==> src/rtl/jesd204b_rx_link_supervisor.sv <==
// JESD204B receive link supervisor: reset, SYNC~, SYSREF and buffer-fill sequencing, with bounded retry.
// Latency: a condition sampled on one clk edge changes state and outputs on the next edge.
// Backpressure: none; status-only inputs. Optional err_total counter under JESD_SUP_ERR_CNT_EN.
`timescale 1ns/1ps
module jesd204b_rx_link_supervisor #(
    parameter int RST_CYCLES = 64,
    parameter int TIMEOUT    = 1048575,
    parameter int USEDW_MIN  = 256,
    parameter int USEDW_MAX  = 768,
    parameter int ERR_WINDOW = 65536,
    parameter int ERR_THRESH = 16,
    parameter int MAX_RETRY  = 7
) (
    input  logic        clk,
    input  logic        reset_b,
    input  logic        enable,
    input  logic        sysref,
    input  logic        adc_sync_b,
    input  logic [9:0]  usedw,
    input  logic [31:0] err_link_rx,
`ifdef JESD_SUP_ERR_CNT_EN
    input  logic        err_total_clr,
    output logic [31:0] err_total,
`endif
    output logic        rx_reset_b,
    output logic        link_up,
    output logic        link_fail,
    output logic [3:0]  retry_cnt,
    output logic [2:0]  state
);
    localparam int WIN_W = (ERR_WINDOW > 1) ? $clog2(ERR_WINDOW) : 1;
    localparam int ERR_W = $clog2(ERR_THRESH + 1);
    localparam logic [19:0]      TIMEOUT_V  = 20'(TIMEOUT);
    localparam logic [19:0]      RST_LAST   = 20'(RST_CYCLES - 1);
    localparam logic [9:0]       USEDW_LO   = 10'(USEDW_MIN);
    localparam logic [9:0]       USEDW_HI   = 10'(USEDW_MAX);
    localparam logic [WIN_W-1:0] WIN_LAST   = WIN_W'(ERR_WINDOW - 1);
    localparam logic [ERR_W-1:0] ERR_LIMIT  = ERR_W'(ERR_THRESH);
    localparam logic [3:0]       RETRY_LAST = 4'(MAX_RETRY);

    typedef enum logic [2:0] {
        S_IDLE = 3'd0, S_RST = 3'd1, S_WSYNC = 3'd2, S_WSYSREF = 3'd3,
        S_WFILL = 3'd4, S_UP = 3'd5, S_FAIL = 3'd6
    } state_e;

    state_e           state_q, state_d;
    logic [19:0]      timer_q, timer_d;
    logic [WIN_W-1:0] win_q, win_d;
    logic [ERR_W-1:0] errc_q, errc_d;
    logic [3:0]       retry_cnt_q, retry_cnt_d;
    logic             sysref_q;
    logic             rx_reset_b_q, rx_reset_b_d;
    logic             link_up_q, link_up_d;
    logic             link_fail_q, link_fail_d;
    logic             sysref_rise, err_cyc, timeout, retry_req;

    always_comb begin
        sysref_rise = sysref & ~sysref_q;
        err_cyc     = |err_link_rx;
        timeout     = timer_q >= TIMEOUT_V;
        state_d     = state_q;
        retry_cnt_d = retry_cnt_q;
        win_d       = win_q;
        errc_d      = errc_q;
        retry_req   = 1'b0;
        case (state_q)
            S_IDLE:    state_d = S_RST;
            S_RST:     if (timer_q >= RST_LAST) state_d = S_WSYNC;
            S_WSYNC:   if (adc_sync_b) state_d = S_WSYSREF; else if (timeout) retry_req = 1'b1;
            S_WSYSREF: if (sysref_rise) state_d = S_WFILL; else if (timeout) retry_req = 1'b1;
            S_WFILL:   if (usedw >= USEDW_LO) state_d = S_UP; else if (timeout) retry_req = 1'b1;
            S_UP: begin
                if (!adc_sync_b || usedw < USEDW_LO || usedw > USEDW_HI || errc_q >= ERR_LIMIT) begin
                    retry_req = 1'b1;
                end else if (win_q == WIN_LAST) begin
                    // Window closes; a clean window forgives earlier retries.
                    win_d  = '0;
                    errc_d = '0;
                    if (errc_q == '0 && !err_cyc) retry_cnt_d = 4'd0;
                end else begin
                    win_d = win_q + 1'b1;
                    if (err_cyc && errc_q != '1) errc_d = errc_q + 1'b1;
                end
            end
            S_FAIL:    state_d = S_FAIL;
            default:   state_d = S_IDLE;
        endcase
        if (retry_req) begin
            if (retry_cnt_q == RETRY_LAST) begin
                state_d = S_FAIL;
            end else begin
                retry_cnt_d = retry_cnt_q + 4'd1;
                state_d     = S_RST;
            end
        end
        if (!enable) begin
            state_d     = S_IDLE;
            retry_cnt_d = 4'd0;
        end
        if (state_d != S_UP) begin
            win_d  = '0;
            errc_d = '0;
        end
        if (state_d != state_q) timer_d = '0;
        else if (timer_q != '1) timer_d = timer_q + 20'd1;
        else timer_d = timer_q;
        rx_reset_b_d = (state_d == S_WSYNC) || (state_d == S_WSYSREF) ||
                       (state_d == S_WFILL) || (state_d == S_UP);
        link_up_d    = (state_d == S_UP);
        link_fail_d  = (state_d == S_FAIL);
    end

    always_ff @(posedge clk or negedge reset_b) begin
        if (!reset_b) begin
            state_q      <= S_IDLE;
            timer_q      <= '0;
            win_q        <= '0;
            errc_q       <= '0;
            retry_cnt_q  <= 4'd0;
            sysref_q     <= 1'b0;
            rx_reset_b_q <= 1'b0;
            link_up_q    <= 1'b0;
            link_fail_q  <= 1'b0;
        end else begin
            state_q      <= state_d;
            timer_q      <= timer_d;
            win_q        <= win_d;
            errc_q       <= errc_d;
            retry_cnt_q  <= retry_cnt_d;
            sysref_q     <= sysref;
            rx_reset_b_q <= rx_reset_b_d;
            link_up_q    <= link_up_d;
            link_fail_q  <= link_fail_d;
        end
    end

`ifdef JESD_SUP_ERR_CNT_EN
    logic [31:0] err_total_q, err_total_d;

    always_comb begin
        err_total_d = err_total_q;
        if (err_total_clr) err_total_d = '0;
        else if (state_q == S_UP && err_cyc && err_total_q != '1) err_total_d = err_total_q + 32'd1;
    end

    always_ff @(posedge clk or negedge reset_b) begin
        if (!reset_b) err_total_q <= '0;
        else          err_total_q <= err_total_d;
    end

    assign err_total = err_total_q;
`endif

    assign rx_reset_b = rx_reset_b_q;
    assign link_up    = link_up_q;
    assign link_fail  = link_fail_q;
    assign retry_cnt  = retry_cnt_q;
    assign state      = state_q;
endmodule

==> config.mk <==
export PLATFORM = sky130hd
export DESIGN_NAME = jesd204b_rx_link_supervisor
export DESIGN_NICKNAME = d
export VERILOG_FILES = /design/src/rtl/jesd204b_rx_link_supervisor.sv
export SDC_FILE = /design/constraint.sdc
export NUM_CORES = 1
export LEC_CHECK = 0
export BUFFER_PORTS_ARGS = -buffer_cell sky130_fd_sc_hd__buf_2
export CORE_MARGIN = 3
export CORE_UTILIZATION = 45
export CTS_BUF_LIST = sky130_fd_sc_hd__clkbuf_16
export DETAILED_ROUTE_END_ITERATION = 12
export PLACE_DENSITY = 0.76
export SLEW_MARGIN = 20
export SYNTH_ARGS = -nofsm -noshare
export SYNTH_HDL_FRONTEND = slang
export SYNTH_SLANG_ARGS = --single-unit
==> constraint.sdc <==
create_clock -name clk -period 4.15 [get_ports clk]
set_input_delay 0 -clock clk [delete_from_list [all_inputs] [get_ports clk]]
set_output_delay 0 -clock clk [all_outputs]
set_load 0.01 [all_outputs]
After elaboration in Yosys (flattened, before gate mapping)
Index checks and enable logic that the tools add are counted.
Widths: inputs -> output; s select.
{"block": "classes", "mul": 0, "eq_ne": 18, "bitwise_logic": 2, "shift": 0, "n_addsub": 4, "n_mux": 32, "div_mod_pow": 0, "n_lt_le_gt_ge": 6, "reduce_logical": 18}
{"operator": "$mux 16", "count": 4}
{"operator": "$mux 20", "count": 2}
{"operator": "$reduce_or 32->1", "count": 1}
{"operator": "$mux 4", "count": 7}
{"operator": "$mux 5", "count": 5}
{"operator": "$mux 3", "count": 7}
{"operator": "$pmux 3 s7", "count": 1}
{"operator": "$add 20x1->20 const B", "count": 1}
{"operator": "$ge 20x20->1 const B", "count": 1}
{"operator": "$ge 20x6->1 const B", "count": 1}
{"operator": "$ne 20x20->1 const B", "count": 1}
{"operator": "$eq 3x3->1 const B", "count": 6}
{"operator": "$add 16x1->16 const B", "count": 1}
{"operator": "$eq 16x16->1 const B", "count": 1}
{"operator": "$eq 3x2->1 const B", "count": 4}
{"operator": "$ge 10x9->1 const B", "count": 1}
{"operator": "$gt 10x10->1 const B", "count": 1}
{"operator": "$lt 10x9->1 const B", "count": 1}
{"operator": "$logic_or 1x1->1", "count": 6}
{"operator": "$add 5x1->5 const B", "count": 1}
{"operator": "$ge 5x5->1 const B", "count": 1}
{"operator": "$logic_not 5->1", "count": 1}
{"operator": "$mux 1", "count": 5}
{"operator": "$ne 5x5->1 const B", "count": 1}
{"operator": "other kinds (16)", "count": 19}
{"block": "word_totals", "latch_bits": 0, "romBits": 0, "mem_count": 0, "register_bits": 52, "word_cells": 89, "input_bits": 47, "ram_bits": 0}

Longest topological paths before layout
Gate-level depths: netlist of run 1.
{"block": "depth", "depth_word": 12, "mapped_depth": 11, "mapped_depth_nobuf": 8}

Worst setup path before layout of run 1
No wires, ideal clock.
{"block": "synth_timing", "path_kind": "reg-to-reg", "from": "register timer_q[0]", "to": "register retry_cnt_q[3], in the netlist retry_cnt[3]", "arrival_ns": 2.449, "stages_incl_launch_ff": 11, "setup_slack_ns": 1.627, "n_path_buf": 2, "cell_sequence": "dfrtp_1 > ha_1 > nand3_1 > or4_1 > buf_2 > or3_4 > nand2_2 > buf_6 > nand4_2 > or3_1 > a21oi_2"}
{"block": "synth_between", "elab_chain_cells": 6, "word_cells_on_any_way": 8, "cone_classes": "order compare (1); mux (7)"}
{"item": "start: declaration", "line": "47", "text": "logic [19:0] timer_q, timer_d;"}
{"item": "start signal: assignment", "line": "126", "text": "timer_q <= timer_d;"}
{"item": "$ge 20x20->1 (*)", "line": "60", "text": "timeout = timer_q >= TIMEOUT_V;"}
{"item": "$mux 1 (*)", "line": "69, 70, 71"}
{"item": "$mux 1, on equally long branches", "line": "71, 69, 70"}
{"item": "$pmux 1 s4 (*)", "line": "66", "text": "case (state_q)"}
{"item": "$mux 4 (*)", "line": "88", "text": "if (retry_req) begin"}
{"item": "$mux 4 (*)", "line": "96", "text": "if (!enable) begin"}
{"item": "net retry_cnt_d[3]", "line": "50", "text": "logic [3:0] retry_cnt_q, retry_cnt_d;"}
{"item": "end signal: assignment", "line": "129", "text": "retry_cnt_q <= retry_cnt_d;"}
{"item": "end: declaration", "line": "50"}
The timed path passes the listed nets; every way through them passes the cells marked *.
A chain may end at the register's enable or synchronous reset.

Final worst setup path of run 1
{"block": "layout_timing", "from": "register timer_q[0]", "to": "register errc_q[1]"}
{"block": "layout_between", "elab_chain_cells": 9, "word_cells_on_any_way": 17, "cone_classes": "order compare (2); eq/ne (2); mux (10); reduce/logical (3)"}
{"item": "$ge 20x20->1", "line": "60"}
{"item": "$mux 1", "line": "69, 70, 71"}
{"item": "$mux 1, on equally long branches", "line": "71, 69, 70"}
{"item": "$pmux 1 s4", "line": "66"}
{"item": "$mux 3 (*)", "line": "88"}
{"item": "$mux 3 (*)", "line": "96"}
{"item": "$ne 3x3->1 (*)", "line": "100", "text": "if (state_d != S_UP) begin"}
{"item": "$ne 2x1->1 (no source line), or another cell as far along"}
{"item": "$reduce_and 3->1 (no source line)"}
{"item": "end signal: assignment", "line": "128", "text": "errc_q <= errc_d;"}
{"item": "end: declaration", "line": "49", "text": "logic [ERR_W-1:0] errc_q, errc_d;"}
Every way passes the cells marked *; elsewhere a longest branch is shown, timed or not.

==> results.yml, run 1 <==
status:
  status: "complete, no violations"
power:
  p_per_area_mw_per_mm2: 272
  p_total_mw: 0.980
  ir_drop_uv: 211
  pwr-share-clk_pct: 39.5
  p_seq_share_pct: 53.2
  comb_power_share_pct: 7.2
  p_switching_mw: 0.219
  leakage_nw: 1.48
  swShare_pct: 22.4
  power.internal_mw: 0.761
clock_tree:
  clkLatencyLatePin_ns: 0.29
  numClockSinks: 52
  cts_setup_buffers: 0
  clock_path_buffers: 2
  htreeDepth: 2
  cts.clk_slew.worst_paths_ns: 0.07
  hold_buffers: 2
  cts_made_buffers: 5
  cts_root_buffer: "clkbuf_16"
  cts_resized: 0
  cts_tree: "built"
setup_path:
  start_kind: "flip-flop"
  critPathMaxFanout: 22
  required_ns: 4.29
  cpPeakStageDelay_ns: 0.62
  ff2ff_path_depth: 8
  cp.arrival_ns: 3.10
  critPathSlowestCell: "or4_1"
  cp_cell_sequence: "ha_1 > nand3_1 > or4_1 > or3_4 > nand2_2 > nor4_1 > nand2_1 > nor2_1"
  worst_setup_path_end_kind: "flip-flop"
  critPathKind: "flip-flop to flip-flop"
yosys:
  synth_compound_area_share_pct: 10.5
  synthMuxAreaShare_pct: 0.682
  synth-seq-cells: 52
  synth_fa_ha_area_share_pct: 2.41
  async_reset_ff_share_pct: 100
  synth_top_family_by_area: "simple AND/OR/NAND/NOR gates"
  syn_area_mm2: 0.00312
  synth_ff_type: "dfrtp_1"
  seq_area_frac_synth_pct: 41.7
  syn_area_per_cell_um2: 8.86
  synth_fp_nets: 405
  synth-simple-area-share_pct: 34.1
  synth_xor_area_share_pct: 7.30
  ys_warn_count: 0
  netlist_instances: 352
  synth_edf_count: 0
  yosysUniqueCellTypes: 51
global_route:
  grt_overflow_total: 0
  grt_pass1_vias: 2684
  grt_use_total_pct: 19.0
  grt_first_pass_wirelength_mm: 12.1
  grt_max_degree: 53
  antenna_found_initial: 0
floorplanning:
  die_x_um: 89.2
  io_pins: 57
  fp.dieH_um: 89.2
  die-area_mm2: 0.00796
  coreArea_mm2: 0.00653
  start_util_pct: 47.7
  rows: 29
hold_path:
  hold_class: "input pin to flip-flop"
  holdPathStages: 3
detailed_routing:
  drcViolationCount: 0
  via_count: 2825
  routedWlPerCell_um: 14.8
  drt-pass1-iter-count: 5
  postRouteAntennaNets: 0
  drtIter0Drc: 149
  drt_wl_total_mm: 7.22
  vias_per_cell: 5.81
placement:
  place_inst: 477
  post_dp_cell_area_mm2: 0.00345
  hpwl_mm: 5.25
  place_congestion: 0.880
  port_buffers: 56
  place_ws_ns: 1.20
timing:
  period_needed_ns: 2.96
  slew_headroom_pct: 48.3
  finalMaxSlewViolations: 0
  fmax_mhz: 338
  setup_viol: 0
  worst_slew_pin_slew_ns: 0.773
  rsz0062_at_grt: "no"
  period_share_pct: 71.3
  whs_ns: 0.235
  fin_skew_ns: 0.00608
  hold_viol_final: 0
  worst_slack_ns: 1.19
  tns_ns: 0
final_layout:
  nFillCells: 615
  drive_gt1_share_pct: 19.1
  fin_nets: 462
  final_cell_count_no_fill: 486
  diodes: 0
  post-route-util_pct: 55.2
  area_growth_syn_to_layout_pct: 15.7
  fin_area_mm2: 0.00361
job:
  maxCapViolCount: 0
==> area by class of cell <==
type | count | area (µm²) | share of cell area, %
sequential | 52 | 1300 | 36.1
clock inverter | 2 | 7.51 | 0.208
timing repair buffer | 62 | 330 | 9.16
tap | 77 | 96.3 | 2.67
inverter | 8 | 30.0 | 0.832
clock buffer | 5 | 125 | 3.47
multi-input combinational | 280 | 1720 | 47.6
==> placed cells by master, fill, tap and decap left out, types with 3 or more instances in the layout <==
cell | Yosys | final
nand3_1 | 23 | 23
or3_1 | 3 | 3
dfrtp_1 | 52 | 52
nor3_1 | 38 | 38
and2_1 | 3 | 3
or4_1 | 3 | 3
xnor2_1 | 13 | 13
and4_1 | 3 | 3
nand3b_1 | 3 | 3
buf_4 | 1 | 4
nand2b_1 | 5 | 5
a21oi_1 | 21 | 21
xor2_1 | 13 | 13
nor4_1 | 22 | 22
ha_1 | 6 | 6
buf_2 | 5 | 56
nand4_1 | 12 | 12
inv_1 | 8 | 8
nor3b_1 | 3 | 3
o21ai_0 | 9 | 9
nor2_1 | 32 | 32
o211ai_1 | 3 | 3
clkbuf_16 | 0 | 5
and3_1 | 5 | 5
nand2_1 | 29 | 29
==> worst paths after layout <==
kind | slack (ns) | startpoint | end
worst min-delay path | 0.24 | enable | retry_cnt[3]$_DFF_PN0_
max in group asynchronous | 3.37 | reset_b | timer_q[7]$_DFFE_PN0P_
min in group asynchronous | 0.35 | reset_b | win_q[5]$_DFFE_PN0P_
worst max-delay path | 1.19 | timer_q[0]$_DFFE_PN0P_ | errc_q[1]$_DFFE_PN0P_
worst min register to register | 0.53 | win_q[9]$_DFFE_PN0P_ | win_q[9]$_DFFE_PN0P_
worst max register to register | 1.19 | timer_q[0]$_DFFE_PN0P_ | errc_q[1]$_DFFE_PN0P_
==> kinds of logic after synthesis <==
kind of cell | Yosys count
simple gates | 196
flops | 52
compound gates | 50
xor+xnor | 26
buf+inv | 20
fa+ha+maj | 6
mux | 2
==> metal layers <==
metal | vias to the layer above | wire, µm | global-route usage [%]
li1 | 1409 | - | -
met1 | 1323 | 3210 | 26.1
met2 | 84 | 3520 | 31.3
met3 | 9 | 405 | 2.86
met4 | 0 | 81 | 5.41
met5 | - | 0 | 0
==> synthesized netlist by cell type (4+ instances only) <==
| cell | count | area (µm²) |
|---|---|---|
| inv_1 | 8 | 30.0 |
| o21ai_0 | 9 | 45.0 |
| xnor2_1 | 13 | 114 |
| xor2_1 | 13 | 114 |
| nor3_1 | 38 | 190 |
| nand2b_1 | 5 | 31.3 |
| dfrtp_1 | 52 | 1300 |
| ha_1 | 6 | 75.1 |
| buf_2 | 5 | 25.0 |
| nor2_1 | 32 | 120 |
| a21oi_1 | 21 | 105 |
| nand2_1 | 29 | 109 |
| nand4_1 | 12 | 75.1 |
| and3_1 | 5 | 31.3 |
| clkbuf_1 | 4 | 15.0 |
| nand3_1 | 23 | 115 |
| nor4_1 | 22 | 138 |
==> worst max-delay path, delay by kind of cell (launching register included) <==
family        cells  cell delay, ns
simple gates      7            2.17
flops             1            0.38
fa+ha+maj         1            0.24
==> sequential cells by signal, indices dropped and copies added (netlist names) <==
signal      count
timer_q        20
win_q          16
errc_q          5
retry_cnt       4
state           3
link_fail       1
link_up         1
rx_reset_b      1
sysref_q        1
==> power by group through the flow <==
stage	sequential [mW]	combinational, mW	clock [mW]
after CTS	0.522	0.0721	0.397
after detailed placement	0.531	0.0704	0
after floorplan	0.529	0.0315	0
after global placement	0.531	0.0675	0
after global routing	0.523	0.0818	0.419
final	0.522	0.0711	0.387
Power figures use the tool's default switching activity.
==> run 2, diff against run 1 <==
PLACE_DENSITY = 0.78   (was 0.76)
clock period = 2.5 ns   (was 4.15 ns; I/O delays follow)
==> results.yml, run 2 (synthesis results as in run 1) <==
status:
  status: "finished, violations left"
  violations: "setup timing"
timing:
  slew_headroom_pct: 66.3
  rsz0062_at_grt: "yes"
  fin_skew_ns: 0.00574
  period_needed_ns: 2.52
  hold_viol_final: 0
  period_share_pct: 101
  fmax_mhz: 396
  worst_slack_ns: -0.0235
  worst_slew_pin_slew_ns: 0.502
  setup_viol: 10
  finalMaxSlewViolations: 0
power:
  p_switching_mw: 0.373
  p_per_area_mw_per_mm2: 414
  p_seq_share_pct: 52.2
  leakage_nw: 1.69
  swShare_pct: 22.5
  comb_power_share_pct: 8.7
  ir_drop_uv: 237
  pwr-share-clk_pct: 39.1
  power.internal_mw: 1.28
final_layout:
  fin_nets: 492
  largest-register: "timer_q"
  largest_reg_flops: 20
  final_cell_mix: "56 x buf_2, 52 x dfrtp_1, 35 x nor3_1, 32 x nor2_1, 29 x nand2_1"
  nFillCells: 556
  mostFrequentLayoutCell: "buf_2"
  drive_gt1_share_pct: 27.5
  final_cell_count_no_fill: 517
  area_growth_syn_to_layout_pct: 28.0
  diodes: 0
  fin_area_mm2: 0.00399
  top_regs: "timer_q: 20 flops, win_q: 16 flops, errc_q: 5 flops"
clock_tree:
  cts.clk_slew.worst_paths_ns: 0.07
  clkLatencyLatePin_ns: 0.29
  clock_path_buffers: 2
  cts_tree: "built"
  htreeDepth: 2
  cts_made_buffers: 5
  cts_root_buffer: "clkbuf_16"
  numClockSinks: 52
setup_path:
  start_kind: "flip-flop"
  critPathKind: "flip-flop to flip-flop"
  ff2ff_path_depth: 9
  worst_setup_path_end_kind: "flip-flop"
  required_ns: 2.70
  r2r_slack_ns: -0.02
  rr_startpoint: "timer_q[0]$_DFFE_PN0P_"
  cpPeakStageDelay_ns: 0.47
  cpLargestDelayFamily: "simple AND/OR/NAND/NOR gates"
  crit_buf_inv: 2
  cp.arrival_ns: 2.72
  cp.depth: 9
  endpoint: "timer_q[18]$_DFFE_PN0P_"
  critPathMaxFanout: 5
  critPathSlowestCell: "or4_4"
  cp_cell_sequence: "ha_2 > nand3_1 > or4_4 > or3_4 > a21oi_4 > a211oi_2 > buf_4 > clkbuf_16 > nor4_4"
  r2r-end: "timer_q[18]$_DFFE_PN0P_"
  critPathLaunch: "timer_q[0]$_DFFE_PN0P_"
floorplanning:
  rows: 29
  die_x_um: 89.2
  die-area_mm2: 0.00796
  start_util_pct: 47.7
  io_pins: 57
  coreArea_mm2: 0.00653
  fp.dieH_um: 89.2
placement:
  place_inst: 503
  post_dp_cell_area_mm2: 0.00370
  hpwl_mm: 5.72
  place_congestion: 0.930
  port_buffers: 56
global_route:
  grt_pass1_vias: 2896
  grt_max_degree: 24
  grt_overflow_total: 0
  antenna_found_initial: 0
  grt_first_pass_wirelength_mm: 12.7
  grt_use_total_pct: 20.1
detailed_routing:
  drt-pass1-iter-count: 4
  vias_per_cell: 5.98
  drcViolationCount: 0
  drtIter0Drc: 184
  postRouteAntennaNets: 0
  routedWlPerCell_um: 15.7
  via_count: 3092
  drt_wl_total_mm: 8.09
job:
  maxCapViolCount: 0
hold_path:
  hold_class: "input pin to asynchronous set/reset pin"
[run 2: cell types whose count changed in the layout (fill, tap and decap cells not counted), moves of 2 or more]
cell | previous run | this run
nand3_2 | 0 | 2
nor4_1 | 22 | 19
nand3_1 | 23 | 21
nor3_1 | 38 | 35
buf_4 | 4 | 28
buf_12 | 0 | 4
nor4_2 | 0 | 3
nor3_2 | 0 | 3
inv_1 | 8 | 10
[run 2: routing by layer]
layer / share of wire, % / vias to the layer above / global-route usage [%]
met5: 0 / - / 0
met4: 1.5 / 0 / 5.82
met3: 6.5 / 11 / 3.69
met2: 49 / 113 / 35.9
met1: 43 / 1488 / 24.7
li1: - / 1480 / -
[run 2: timing repair]
item / in CTS / in global routing
pin swaps: 0 / 3
buffers inserted: 0 / 2
gates cloned: 0 / 2
resized for setup: 1 / 14
endpoints found under the hold margin: 17 / 0
setup endpoints to repair: 5 / 30
hold buffers: 2 / 0
[run 2: cell type report]
cell class,count,area (µm²),share of cell area [%]
Timing Repair Buffer,92,627,15.7
Multi-Input combinational cell,280,1800,45.1
Sequential cell,52,1300,32.6
Tap cell,77,96.3,2.41
Clock inverter,3,11.3,0.282
Clock buffer,5,125,3.14
Inverter,8,30.0,0.753
[run 2: how the worst min path moves through the flow]
stage,to,slack (ns),from
finish,win_q[14]$_DFFE_PN0P_,0.17,reset_b
CTS,win_q[14]$_DFFE_PN0P_,0.18,reset_b
global placement,win_q[11]$_DFFE_PN0P_,-0.05,reset_b
detailed placement,win_q[12]$_DFFE_PN0P_,-0.05,reset_b
floorplan,errc_q[0]$_DFFE_PN0P_,-0.30,reset_b
global route,win_q[12]$_DFFE_PN0P_,0.20,reset_b
[run 2: power by group through the flow]
| stage | clock network, mW | registers, mW | logic, mW |
|---|---|---|---|
| floorplan | 0 | 0.879 | 0.0529 |
| global placement | 0 | 0.878 | 0.132 |
| detailed placement | 0 | 0.878 | 0.137 |
| CTS | 0.662 | 0.862 | 0.141 |
| global route | 0.695 | 0.865 | 0.162 |
| finish | 0.646 | 0.863 | 0.144 |
[run 2: per-stage QoR]
step              TNS, ns  total power, mW  hold slack [ns]  utilization (%)  setup slack (ns)
6_report          -0.0573             1.65            0.167             61.1           -0.0235
3_3_place_gp            0             1.01          -0.0509             56.7            0.0563
3_5_place_dp   -0.0000173             1.02          -0.0538             56.7        -0.0000173
4_1_cts                 0             1.66            0.179             59.1            0.0293
2_1_floorplan           0            0.932           -0.296                -            0.0456
5_1_grt             -1.80             1.72            0.201             61.1            -0.125
[run 2: worst register-to-register path, stage by stage (launching register included)]
cell and delay [ns]:
dfrtp_1 0.39, ha_2 0.20, nand3_1 0.09, or4_4 0.47
or3_4 0.44, a21oi_4 0.18, a211oi_2 0.09, buf_4 0.17
clkbuf_16 0.16, nor4_4 0.23
==> run 3, diff against run 2 <==
CORE_MARGIN = 1.5   (was 3)
PLACE_DENSITY = 0.69   (was 0.78)
==> results.yml, run 3 (synthesis results as in run 1) <==
global_route:
  antenna_found_initial: 0
  grt_use_total_pct: 21.4
  grt_max_degree: 37
  grt_first_pass_wirelength_mm: 12.7
  grt_pass1_vias: 2857
  grt_overflow_total: 0
timing:
  slew_headroom_pct: 66.4
  worst_slew_pin_slew_ns: 0.500
  finalMaxSlewViolations: 0
  period_needed_ns: 2.43
  tns_ns: 0
  whs_ns: 0.163
  period_share_pct: 97.1
  rsz0062_at_grt: "yes"
  hold_viol_final: 0
  setup_viol: 0
  fin_skew_ns: 0.00755
  fmax_mhz: 412
power:
  swShare_pct: 22.9
  p_seq_share_pct: 51.7
  power.internal_mw: 1.28
  p_switching_mw: 0.382
  p_per_area_mw_per_mm2: 423
  leakage_nw: 1.68
  ir_drop_uv: 230
  comb_power_share_pct: 8.5
  pwr-share-clk_pct: 39.8
clock_tree:
  cts.clk_slew.worst_paths_ns: 0.07
  htreeDepth: 2
  numClockSinks: 52
  clkLatencyLatePin_ns: 0.29
  cts_root_buffer: "clkbuf_16"
  cts_tree: "built"
  clock_path_buffers: 2
  cts_made_buffers: 5
floorplanning:
  io_pins: 57
  start_util_pct: 46.1
  coreArea_mm2: 0.00676
  fp.dieH_um: 86.2
  die_x_um: 86.2
  die-area_mm2: 0.00744
  rows: 30
placement:
  port_buffers: 56
  hpwl_mm: 5.70
  place_congestion: 0.910
final_layout:
  largest-register: "timer_q"
  area_growth_syn_to_layout_pct: 26.3
  mostFrequentLayoutCell: "buf_2"
  drive_gt1_share_pct: 26.8
  largest_reg_flops: 20
  post-route-util_pct: 58.3
  final_cell_mix: "56 x buf_2, 52 x dfrtp_1, 37 x nor3_1, 32 x nor2_1, 32 x buf_4"
  diodes: 0
  fin_nets: 493
  top_regs: "timer_q: 20 flops, win_q: 16 flops, errc_q: 5 flops"
setup_path:
  ff2ff_path_depth: 8
  critPathSlowestCell: "or4_4"
  cp.arrival_ns: 2.63
  critPathMaxFanout: 20
  cpPeakStageDelay_ns: 0.59
  required_ns: 2.70
  rr_startpoint: "timer_q[5]$_DFFE_PN0P_"
  worst_setup_path_end_kind: "flip-flop"
  critPathKind: "flip-flop to flip-flop"
  cp_cell_sequence: "nand4_1 > or4_4 > or3_4 > nand2_4 > a311o_1 > nand3_1 > buf_12 > nor4_4"
  r2r_slack_ns: 0.07
  r2r-end: "timer_q[16]$_DFFE_PN0P_"
  start_kind: "flip-flop"
detailed_routing:
  routedWlPerCell_um: 15.0
  vias_per_cell: 5.83
  drtIter0Drc: 102
  drcViolationCount: 0
  via_count: 3036
  postRouteAntennaNets: 0
  drt_wl_total_mm: 7.79
  drt-pass1-iter-count: 4
status:
  status: "complete, no violations"
job:
  maxCapViolCount: 0
hold_path:
  hold_class: "input pin to asynchronous set/reset pin"
==> run 3: worst max-delay path by stage <==
stage / start / to / slack, ns / depth (start not counted)
3_5_place_dp: timer_q[5]$_DFFE_PN0P_ / timer_q[18]$_DFFE_PN0P_ / 0.03 / 8
6_report: timer_q[5]$_DFFE_PN0P_ / timer_q[16]$_DFFE_PN0P_ / 0.07 / 8
3_3_place_gp: timer_q[0]$_DFFE_PN0P_ / timer_q[16]$_DFFE_PN0P_ / 0.07 / 9
2_1_floorplan: timer_q[0]$_DFFE_PN0P_ / retry_cnt[3]$_DFF_PN0_ / 0.05 / 10
4_1_cts: timer_q[5]$_DFFE_PN0P_ / timer_q[16]$_DFFE_PN0P_ / 0.009 / 8
5_1_grt: timer_q[5]$_DFFE_PN0P_ / timer_q[18]$_DFFE_PN0P_ / -0.05 / 8
==> run 3: power by group through the flow <==
stage	Sequential, mW	Combinational [mW]	Clock (mW)
after CTS	0.861	0.138	0.674
after global routing	0.861	0.158	0.708
final	0.861	0.141	0.663
after floorplan	0.879	0.0529	0
after detailed placement	0.877	0.135	0
after global placement	0.876	0.133	0
==> run 3: per-stage QoR <==
step	std cells	total power, mW	worst slack (ns)	instance area (µm²)
after global routing	521	1.73	-0.0533	3940
final	521	1.66	0.0718	3940
after detailed placement	506	1.01	0.0259	3690
after CTS	516	1.67	0.00864	3850
after global placement	506	1.01	0.0676	3690
after floorplan	352	0.932	0.0456	3130
==> run 3: layer usage <==
layer / share of wire (%) / vias to the layer above / routed length, µm / GRT usage (%)
met5: 0 / - / 0 / 0
met4: 0.95 / 0 / 74 / 6.89
met3: 5.2 / 6 / 405 / 4.29
met2: 49 / 95 / 3820 / 38.1
met1: 45 / 1457 / 3490 / 26.1
li1: - / 1478 / - / -
==> run 3: repair_timing <==
item                                    in CTS  in global routing
hold buffers                                 2                  0
buffers inserted                             0                  5
resized for setup                            0                  9
hold endpoints to repair                    17                  0
endpoints found under the setup margin       0                 31
==> run 3: cell type report <==
type | count | area (µm²)
clock inverters | 3 | 13.8
multi-input cells | 280 | 1770
inverters | 8 | 30.0
fillers | 603 | 2820
repair buffers | 93 | 601
flip-flops and latches | 52 | 1300
clock buffers | 5 | 125
well taps | 80 | 100
==> run 3: worst max-delay path, delay by kind of cell, from the launching register on <==
kind | cells | cell delay [ns]
simple gates | 6 | 1.63
flops | 1 | 0.37
compound gates | 1 | 0.16
buf+inv | 1 | 0.19
